<file path="src/rtl/float_accumulator.sv">
// Folds a batch of floats into a running sum through an external float_adder,
// presenting the sum and sticky adder flags on a valid/ready result port.
module float_accumulator #(
   parameter int FLOAT_SIZE    = 32,
   parameter int EXPONENT_SIZE = 8,
   parameter int MANTISSA_SIZE = 23,
   parameter int BIAS          = 127,
   parameter int COUNT_WIDTH   = 16
) (
   input  logic                   clk,
   input  logic                   rst_n,
   input  logic                   start,
   input  logic [COUNT_WIDTH-1:0] length,
   input  logic                   in_valid,
   output logic                   in_ready,
   input  logic [FLOAT_SIZE-1:0]  in_data,
   output logic [FLOAT_SIZE-1:0]  add_a,
   output logic [FLOAT_SIZE-1:0]  add_b,
   input  logic [FLOAT_SIZE-1:0]  add_out,
   input  logic                   add_overflow,
   input  logic                   add_underflow,
   input  logic                   add_inexact,
   output logic [FLOAT_SIZE-1:0]  result,
   output logic                   result_valid,
   input  logic                   result_ready,
   output logic                   overflow,
   output logic                   underflow,
   output logic                   inexact,
   output logic                   zero,
   output logic                   busy
);

   // Format parameters must describe the same float as the companion adder.
   if ((1 + EXPONENT_SIZE + MANTISSA_SIZE != FLOAT_SIZE) ||
       (BIAS != (1 << (EXPONENT_SIZE - 1)) - 1)) begin : g_bad_format
      $error("float_accumulator: inconsistent float format parameters");
   end

   typedef enum logic [1:0] {IDLE, FIRST, ACCUM, DONE} state_t;

   state_t                 state, next_state;
   logic [FLOAT_SIZE-1:0]  acc;
   logic [COUNT_WIDTH-1:0] count;
   logic                   accept;
   logic                   last;

   assign add_a  = acc;
   assign add_b  = in_data;
   assign result = acc;
   assign zero   = ~|acc[FLOAT_SIZE-2:0];

   assign accept = in_valid && in_ready && (state == FIRST || state == ACCUM);
   assign last   = (count == COUNT_WIDTH'(1));

   always_comb begin
      next_state = state;
      case (state)
         IDLE:         if (start) next_state = (length == '0) ? DONE : FIRST;
         FIRST, ACCUM: if (accept) next_state = last ? DONE : ACCUM;
         DONE:         if (result_ready) next_state = IDLE;
         default:      next_state = IDLE;
      endcase
   end

   // Handshake outputs are registered from next_state so they are glitch-free
   // and in_ready never depends combinationally on in_valid.
   always_ff @(posedge clk or negedge rst_n) begin
      if (!rst_n) begin
         state        <= IDLE;
         acc          <= '0;
         count        <= '0;
         overflow     <= 1'b0;
         underflow    <= 1'b0;
         inexact      <= 1'b0;
         in_ready     <= 1'b0;
         result_valid <= 1'b0;
         busy         <= 1'b0;
      end else begin
         state        <= next_state;
         in_ready     <= (next_state == FIRST) || (next_state == ACCUM);
         result_valid <= (next_state == DONE);
         busy         <= (next_state != IDLE);
         case (state)
            IDLE: begin
               if (start) begin
                  acc       <= '0;
                  count     <= length;
                  overflow  <= 1'b0;
                  underflow <= 1'b0;
                  inexact   <= 1'b0;
               end
            end
            FIRST: begin
               if (accept) begin
                  acc   <= in_data;
                  count <= count - 1'b1;
               end
            end
            ACCUM: begin
               if (accept) begin
                  acc       <= add_out;
                  count     <= count - 1'b1;
                  overflow  <= overflow  | add_overflow;
                  underflow <= underflow | add_underflow;
                  inexact   <= inexact   | add_inexact;
               end
            end
            default: ;
         endcase
      end
   end

endmodule

</file>
<file path="config.mk">
export PLATFORM = sky130hd
export DESIGN_NAME = float_accumulator
export DESIGN_NICKNAME = d
export VERILOG_FILES = /design/src/rtl/float_accumulator.sv
export SDC_FILE = /design/constraint.sdc
export NUM_CORES = 1
export LEC_CHECK = 0
export ABC_AREA = 1
export BUFFER_PORTS_ARGS = -buffer_cell sky130_fd_sc_hd__buf_2
export CAP_MARGIN = 20
export CORE_ASPECT_RATIO = 0.7
export CORE_UTILIZATION = 49
export CTS_BUF_LIST = sky130_fd_sc_hd__clkbuf_8
export CTS_CLUSTER_DIAMETER = 30
export DETAILED_ROUTE_END_ITERATION = 12
export MAX_ROUTING_LAYER = met4
export PLACE_DENSITY_LB_ADDON = 0.1
export RECOVER_POWER = 25
export SLEW_MARGIN = 10
export SYNTH_ARGS = -nofsm -noshare
export SYNTH_HDL_FRONTEND = slang
export SYNTH_SLANG_ARGS = --single-unit
</file>
<file path="constraint.sdc">
create_clock -name clk -period 2.55 [get_ports clk]
set_clock_uncertainty 0.1 [all_clocks]
set_input_delay 0.1275 -clock clk [delete_from_list [all_inputs] [get_ports clk]]
set_output_delay 0.1275 -clock clk [all_outputs]
set_load 0.01 [all_outputs]
</file>
==> metrics, run 1 <==
status finished with violations; failing checks design-rule violations; Die W 112 um; most common cell in the netlist nand2_1; Hold WS between 20 and 25 ps; drt first pass iters 10; Final Cycle Share between 90% and 100%; endpoint class of the critical path register; FP Rows 27; Worst VDD drop between 1 and 1.5 mV; Hold Path Sink count[3]; Worst Max-Slew Pin Slew approximately 1500 ps; grt ovf 0; synth-to-layout area growth 15.3%; Ports approximately 190; synth warn 0; nets@finish a little over 700; Top Metal Used met4; fill cell count between 700 and 800; Via density 5.19; GRT Total Usage approximately a quarter; CP startpoint kind register; slew margin rel. around 2.5%; CTS sink cnt 56; Max Clock Freq 0.426 GHz; Crit Path Class register to register; worst r2r src state[0]; FF-to-FF End in_ready; Syn Area/Cell slightly above 8 um^2; R2R cell count 11; RSZ-0062 raised after global routing false; Critical Path Fanout Max 30; CTS tree yes; metal3 WL between 600 and 700 um; die area ~9000 um^2; clk root buf clkbuf_8; CP Buf/Inv Count 4; post-synth top area cell dfrtp_1; Slowest-stage cell, CP dfrtp_1; Final Hold Vio Count 0; total CTS buffers 5; RD Place Congestion a little under 1; number of global-route vias before repair between 3k and 4k; htree depth 2; ys async rst share 100%; clock tree buffer depth 2; Met2 Routed Length roughly 4900 um; Max stage delay on crit path 450 ps; crit-path cells inv_1 > ha_2 > buf_4 > inv_1 > o21ai_0 > nand2_1 > nand2_1 > nand2_1 > nand3_1 > inv_1 > ha_1; Yosys reg bits 56; Synth top area share between 30 and 40%; port buffer count 190; Initial Utilization between 50% and 60%; core area between 8000 and 9000 um^2; Hold Path Stages 3; Hold Crit Start length[3]; EDFF count, synth 0; PwrDens ~1400 nW/um^2; Cell variety after synth 29; Clock transition at path regs around 100 ps; largest cells by area after synthesis dfrtp_1 34%, buf_4 12%, nand3_2 7.0%; Synth top cells by count 71 x nand2_1, 66 x inv_1, 64 x buf_4; static leakage between 2 and 2.5 nW; Final ANT Viol Nets 0; initial antenna violation count 0; Post-route DRC 14; Critical Path RT 2660 ps; sequential cell area fraction in the yosys report between 30% and 40%; WL final about 11,000 um; Hold Crit Class primary input to register; Tot Pwr between 6 and 7 mW; ant diodes 0; max capacitance violation total 0; Synth Flop Type dfrtp_1; Setup Viol. Count Final 0; wire per inst ~15 um; DPL Wire Length a little over 8000 um; Slew Viols, Final 0; share of cells above drive strength 1 37.5%; via count roughly 3.8k; largest net degree at the start of global routing 34; setup tns final 0 ps; Period minus WS final roughly 2300 ps; Largest delay share family, worst path adder cells; Net Count, Synth between 600 and 700; first-pass GRT wire length 17,200 um; DRT iter0 DRCs between 200 and 300; R2R setup slack about 200 ps; Clk Latency, worst-skew pair ~320 ps; Worst EP arrival approximately 2500 ps; Die Span Y 78.7 um; Synth Instances ~510; met1 wire length 5050 um; synthesized area 4120 um^2
==> tightest hold or removal path, cell delays in order <==
cell     delay, ps
buf_2           90
o22ai_1         70
a21oi_1        120
==> kinds of logic after synthesis <==
logic type / synth area share (%)
AND/OR/NAND/NOR: 22.4
buffers and inverters: 21.8
AO/OA/AOI/OAI: 19.1
flip-flops: 34.0
adder cells (fa/ha/maj): 2.73
==> routing by layer <==
metal  vias to the layer above  global-route usage (%)
met1                      1758                    36.0
met3                         9                    3.44
met4                         0                    4.59
li1                       1852                       -
met5                         -                       -
met2                       170                    39.8
==> power breakdown <==
| part | internal, mW | switching, mW |
|---|---|---|
| Clock | 0.218 | 0.305 |
| Sequential | 1.31 | 0.432 |
| Combinational | 1.66 | 2.79 |
==> through the flow <==
stage,worst slack [ps],utilization (%),std cells,instance area [um^2]
global route,52.4,59.3,730,4750
detailed placement,277,58.4,720,4680
finish,204,59.3,730,4750
global placement,367,58.4,720,4680
floorplan,586,-,508,4120
CTS,213,59.8,730,4790
==> registers in the layout (all words and copies together) (netlist names) <==
register      count
in_ready          1
count            16
add_a            32
underflow         1
overflow          1
inexact           1
result_valid      1
busy              1
state             2
==> worst max path at each step <==
stage             start       end  slack [ps]  cells past startpoint
2_1_floorplan  state[0]  in_ready         590                      8
5_1_grt        state[0]  in_ready          50                     11
4_1_cts        state[0]  in_ready         210                     11
3_5_place_dp   state[0]  in_ready         280                     11
6_report       state[0]  in_ready         200                     11
3_3_place_gp   state[0]  in_ready         370                     11
==> what timing repair did <==
item | 4_1_cts | 5_1_grt
resized for setup | 0 | 0
endpoints found under the hold margin | 26 | 0
hold buffers | 2 | 0
buffers inserted | 0 | 0
==> cells in the final DEF, fill, tap and decap left out, types with 4 or more instances in the layout <==
cell	Yosys	layout
a21oi_1	11	11
a22o_1	32	32
buf_12	0	4
buf_2	8	157
buf_4	64	6
clkbuf_1	9	33
clkbuf_8	0	6
dfrtp_1	56	56
ha_1	9	8
inv_1	66	66
nand2_1	71	71
nand3_1	21	21
nand3_2	29	29
nor2_1	41	41
nor4_1	8	8
o21ai_0	27	27
o21ai_1	4	4
o21ai_2	28	28
==> final cells by class <==
type | instances | area (um^2) | area share [%]
clock buffers | 6 | 82.6 | 1.74
clock inverters | 2 | 10.0 | 0.211
inverters | 66 | 248 | 5.22
multi-input cells | 297 | 1830 | 38.4
flip-flops and latches | 56 | 1400 | 29.5
well taps | 101 | 126 | 2.66
repair buffers | 202 | 1050 | 22.2
Note: power is estimated with default switching activity, not from simulation.
==> run 2, diff against run 1 <==
--- a/config.mk
+++ b/config.mk
@@ -9,13 +9,13 @@
 export BUFFER_PORTS_ARGS = -buffer_cell sky130_fd_sc_hd__buf_2
 export CAP_MARGIN = 20
 export CORE_ASPECT_RATIO = 0.7
-export CORE_UTILIZATION = 49
-export CTS_BUF_LIST = sky130_fd_sc_hd__clkbuf_8
+export CORE_UTILIZATION = 48
 export CTS_CLUSTER_DIAMETER = 30
 export DETAILED_ROUTE_END_ITERATION = 12
 export MAX_ROUTING_LAYER = met4
 export PLACE_DENSITY_LB_ADDON = 0.1
 export RECOVER_POWER = 25
+export SKIP_CTS_REPAIR_TIMING = 1
 export SLEW_MARGIN = 10
 export SYNTH_ARGS = -nofsm -noshare
 export SYNTH_HDL_FRONTEND = slang
==> run 2 against run 1 <==
  * The flow now finishes without violations
  * Utilization fell by 0.28 points
  * Sequential cell count did not move
  * Count of clock-buffer cells in the layout is the same
  * Sequential share of layout area is 0.11 points lower
  * First-iteration DRC count decreased by 21%
  * Combinational power decreased by 2%
  * Fmax increased by 7.0%
  * Clock power up 35%
  * Critical path depth down 3
  * Critical endpoint is now add_a[8]
  * Highest routed layer unchanged
==> metrics, run 2 (same netlist as run 1, synthesis figures left out) <==
status complete, no violations (was finished with violations); Worst VDD drop 0.727 mV (was 1.04 mV); RD Place Congestion 0.908 (was 0.961); DRT iter0 DRCs 204 (was 259); first-pass GRT wire length 16,500 um (was 17,200 um); slew margin rel. 24.6% (was 2.48%); Finished Cell Area 4770 um^2 (was 4750 um^2); nets@finish 723 (was 725); DP Area 4640 um^2 (was 4680 um^2); Die W 113 um (was 112 um); htree depth 2 (unchanged); Worst Max-Slew Pin Slew 1130 ps (was 1460 ps); commonest non-fill, non-tap cell in the layout buf_2 (unchanged); most frequent cells in the layout 156 x buf_2, 71 x nand2_1, 66 x inv_1, 56 x dfrtp_1, 41 x nor2_1 (was 157 x buf_2, 71 x nand2_1, 66 x inv_1, 56 x dfrtp_1, 41 x nor2_1); CTS tree yes (unchanged); RSZ-0062 raised after global routing false (unchanged); Period minus WS final 2190 ps (was 2350 ps); Max Clock Freq 0.456 GHz (was 0.426 GHz); Final Hold Vio Count 0 (unchanged); CP startpoint kind register (unchanged); Ports 191 (unchanged); die area 8960 um^2 (was 8780 um^2); DPL Wire Length 8040 um (was 8190 um); Die Span Y 79.5 um (was 78.7 um); Worst EP arrival 2310 ps (was 2460 ps); synth-to-layout area growth 15.7% (was 15.3%); CTS sink cnt 56 (unchanged); initial antenna violation count 0 (unchanged); port buffer count 190 (unchanged); clock tree buffer depth 2 (unchanged); number of flip-flops in the largest register 32 (unchanged); share of cells above drive strength 1 37.3% (was 37.5%); Crit Path Class register to register (unchanged); total CTS buffers 5 (unchanged); Critical Path Fanout Max 21 (was 30); endpoint class of the critical path register (unchanged); max capacitance violation total 0 (unchanged); wire per inst 14.2 um (was 14.6 um); PwrDens 1430 nW/um^2 (was 1420 nW/um^2); Clock transition at path regs 70 ps (was 100 ps); Setup Viol. Count Final 0 (unchanged); WL final 10,300 um (was 10,700 um); clk root buf clkbuf_16 (was clkbuf_8); core area 8070 um^2 (was 8010 um^2); Initial Utilization 51.0% (was 51.4%); Final ANT Viol Nets 0 (unchanged); Clk Latency, worst-skew pair 290 ps (was 320 ps); Slew Viols, Final 0 (unchanged); ant diodes 0 (unchanged); number of global-route vias before repair 3,328 (was 3,465); grt ovf 0 (unchanged); Critical Path RT 2670 ps (was 2660 ps); setup tns final 0 ps (unchanged); drt first pass iters 5 (was 10); Hold Crit Class primary input to register (unchanged); via count 3,779 (was 3,789); GRT Total Usage 23.9% (was 25.5%); Via density 5.19 (about the same); Post-route DRC 0 (was 14); Final Cycle Share 86.0% (was 92.0%); largest net degree at the start of global routing 39 (was 34); static leakage 2.49 nW (about the same); FP Rows 27 (unchanged)
[run 2: changes by cell type in the layout (fill, tap and decap cells not counted), sizes merged]
| cell | before | now |
|---|---|---|
| dlygate4sd3 | 2 | 1 |
| clkbuf | 39 | 40 |
| clkinvlp | 0 | 2 |
| clkinv | 2 | 0 |
| buf | 167 | 165 |
[run 2: power breakdown]
part	internal (mW)	switching, mW
sequential	1.32	0.417
clock	0.391	0.315
combinational	1.60	2.77
[run 2: final timing paths]
path                       slack, ps  cells after the start        end       from
min in group asynchronous        470                      2   count[2]      rst_n
hold reg to reg                  410                      2  underflow  underflow
setup / recovery                 360                      8   add_a[8]   state[0]
setup reg to reg                 360                      8   add_a[8]   state[0]
hold / removal                    20                      3   count[1]  length[1]
max in group asynchronous        780                      3  count[11]      rst_n
[run 2: layout make-up]
class | instances | area (um^2)
multi-input combinational | 297 | 1830
fill | 791 | 3310
sequential | 56 | 1400
inverter | 66 | 248
clock buffer | 6 | 139
tap | 101 | 126
clock inverter | 2 | 15.0
timing repair buffer | 200 | 1010
[run 2: per-layer routing]
layer | GRT usage, % | up-vias | part of all wire, %
li1 | - | 1840 | -
met1 | 32.8 | 1763 | 46
met2 | 38.4 | 160 | 47
met3 | 3.80 | 16 | 6.8
met4 | 3.20 | 0 | 0.83
met5 | - | - | 0
[run 2: per-stage QoR]
step | hold WS (ps) | cells | util [%] | total power, mW | setup WS [ps]
6_report | 23.9 | 728 | 59.0 | 6.81 | 357
4_1_cts | -310 | 727 | 59.4 | 6.86 | 350
5_1_grt | 76.7 | 728 | 59.0 | 7.45 | 175
3_5_place_dp | 17.8 | 719 | 57.5 | 6.12 | 379
2_1_floorplan | -268 | 508 | - | 5.24 | 586
3_3_place_gp | 6.21 | 719 | 57.5 | 6.03 | 457
[run 2: worst max-delay path, cell delays in order (launching register included)]
cell and delay, ps:
dfrtp_1 430, inv_1 120, ha_2 370, nand3_2 130
a21oi_2 170, and2_4 370, buf_12 220, nand3_1 90
o21ai_1 110
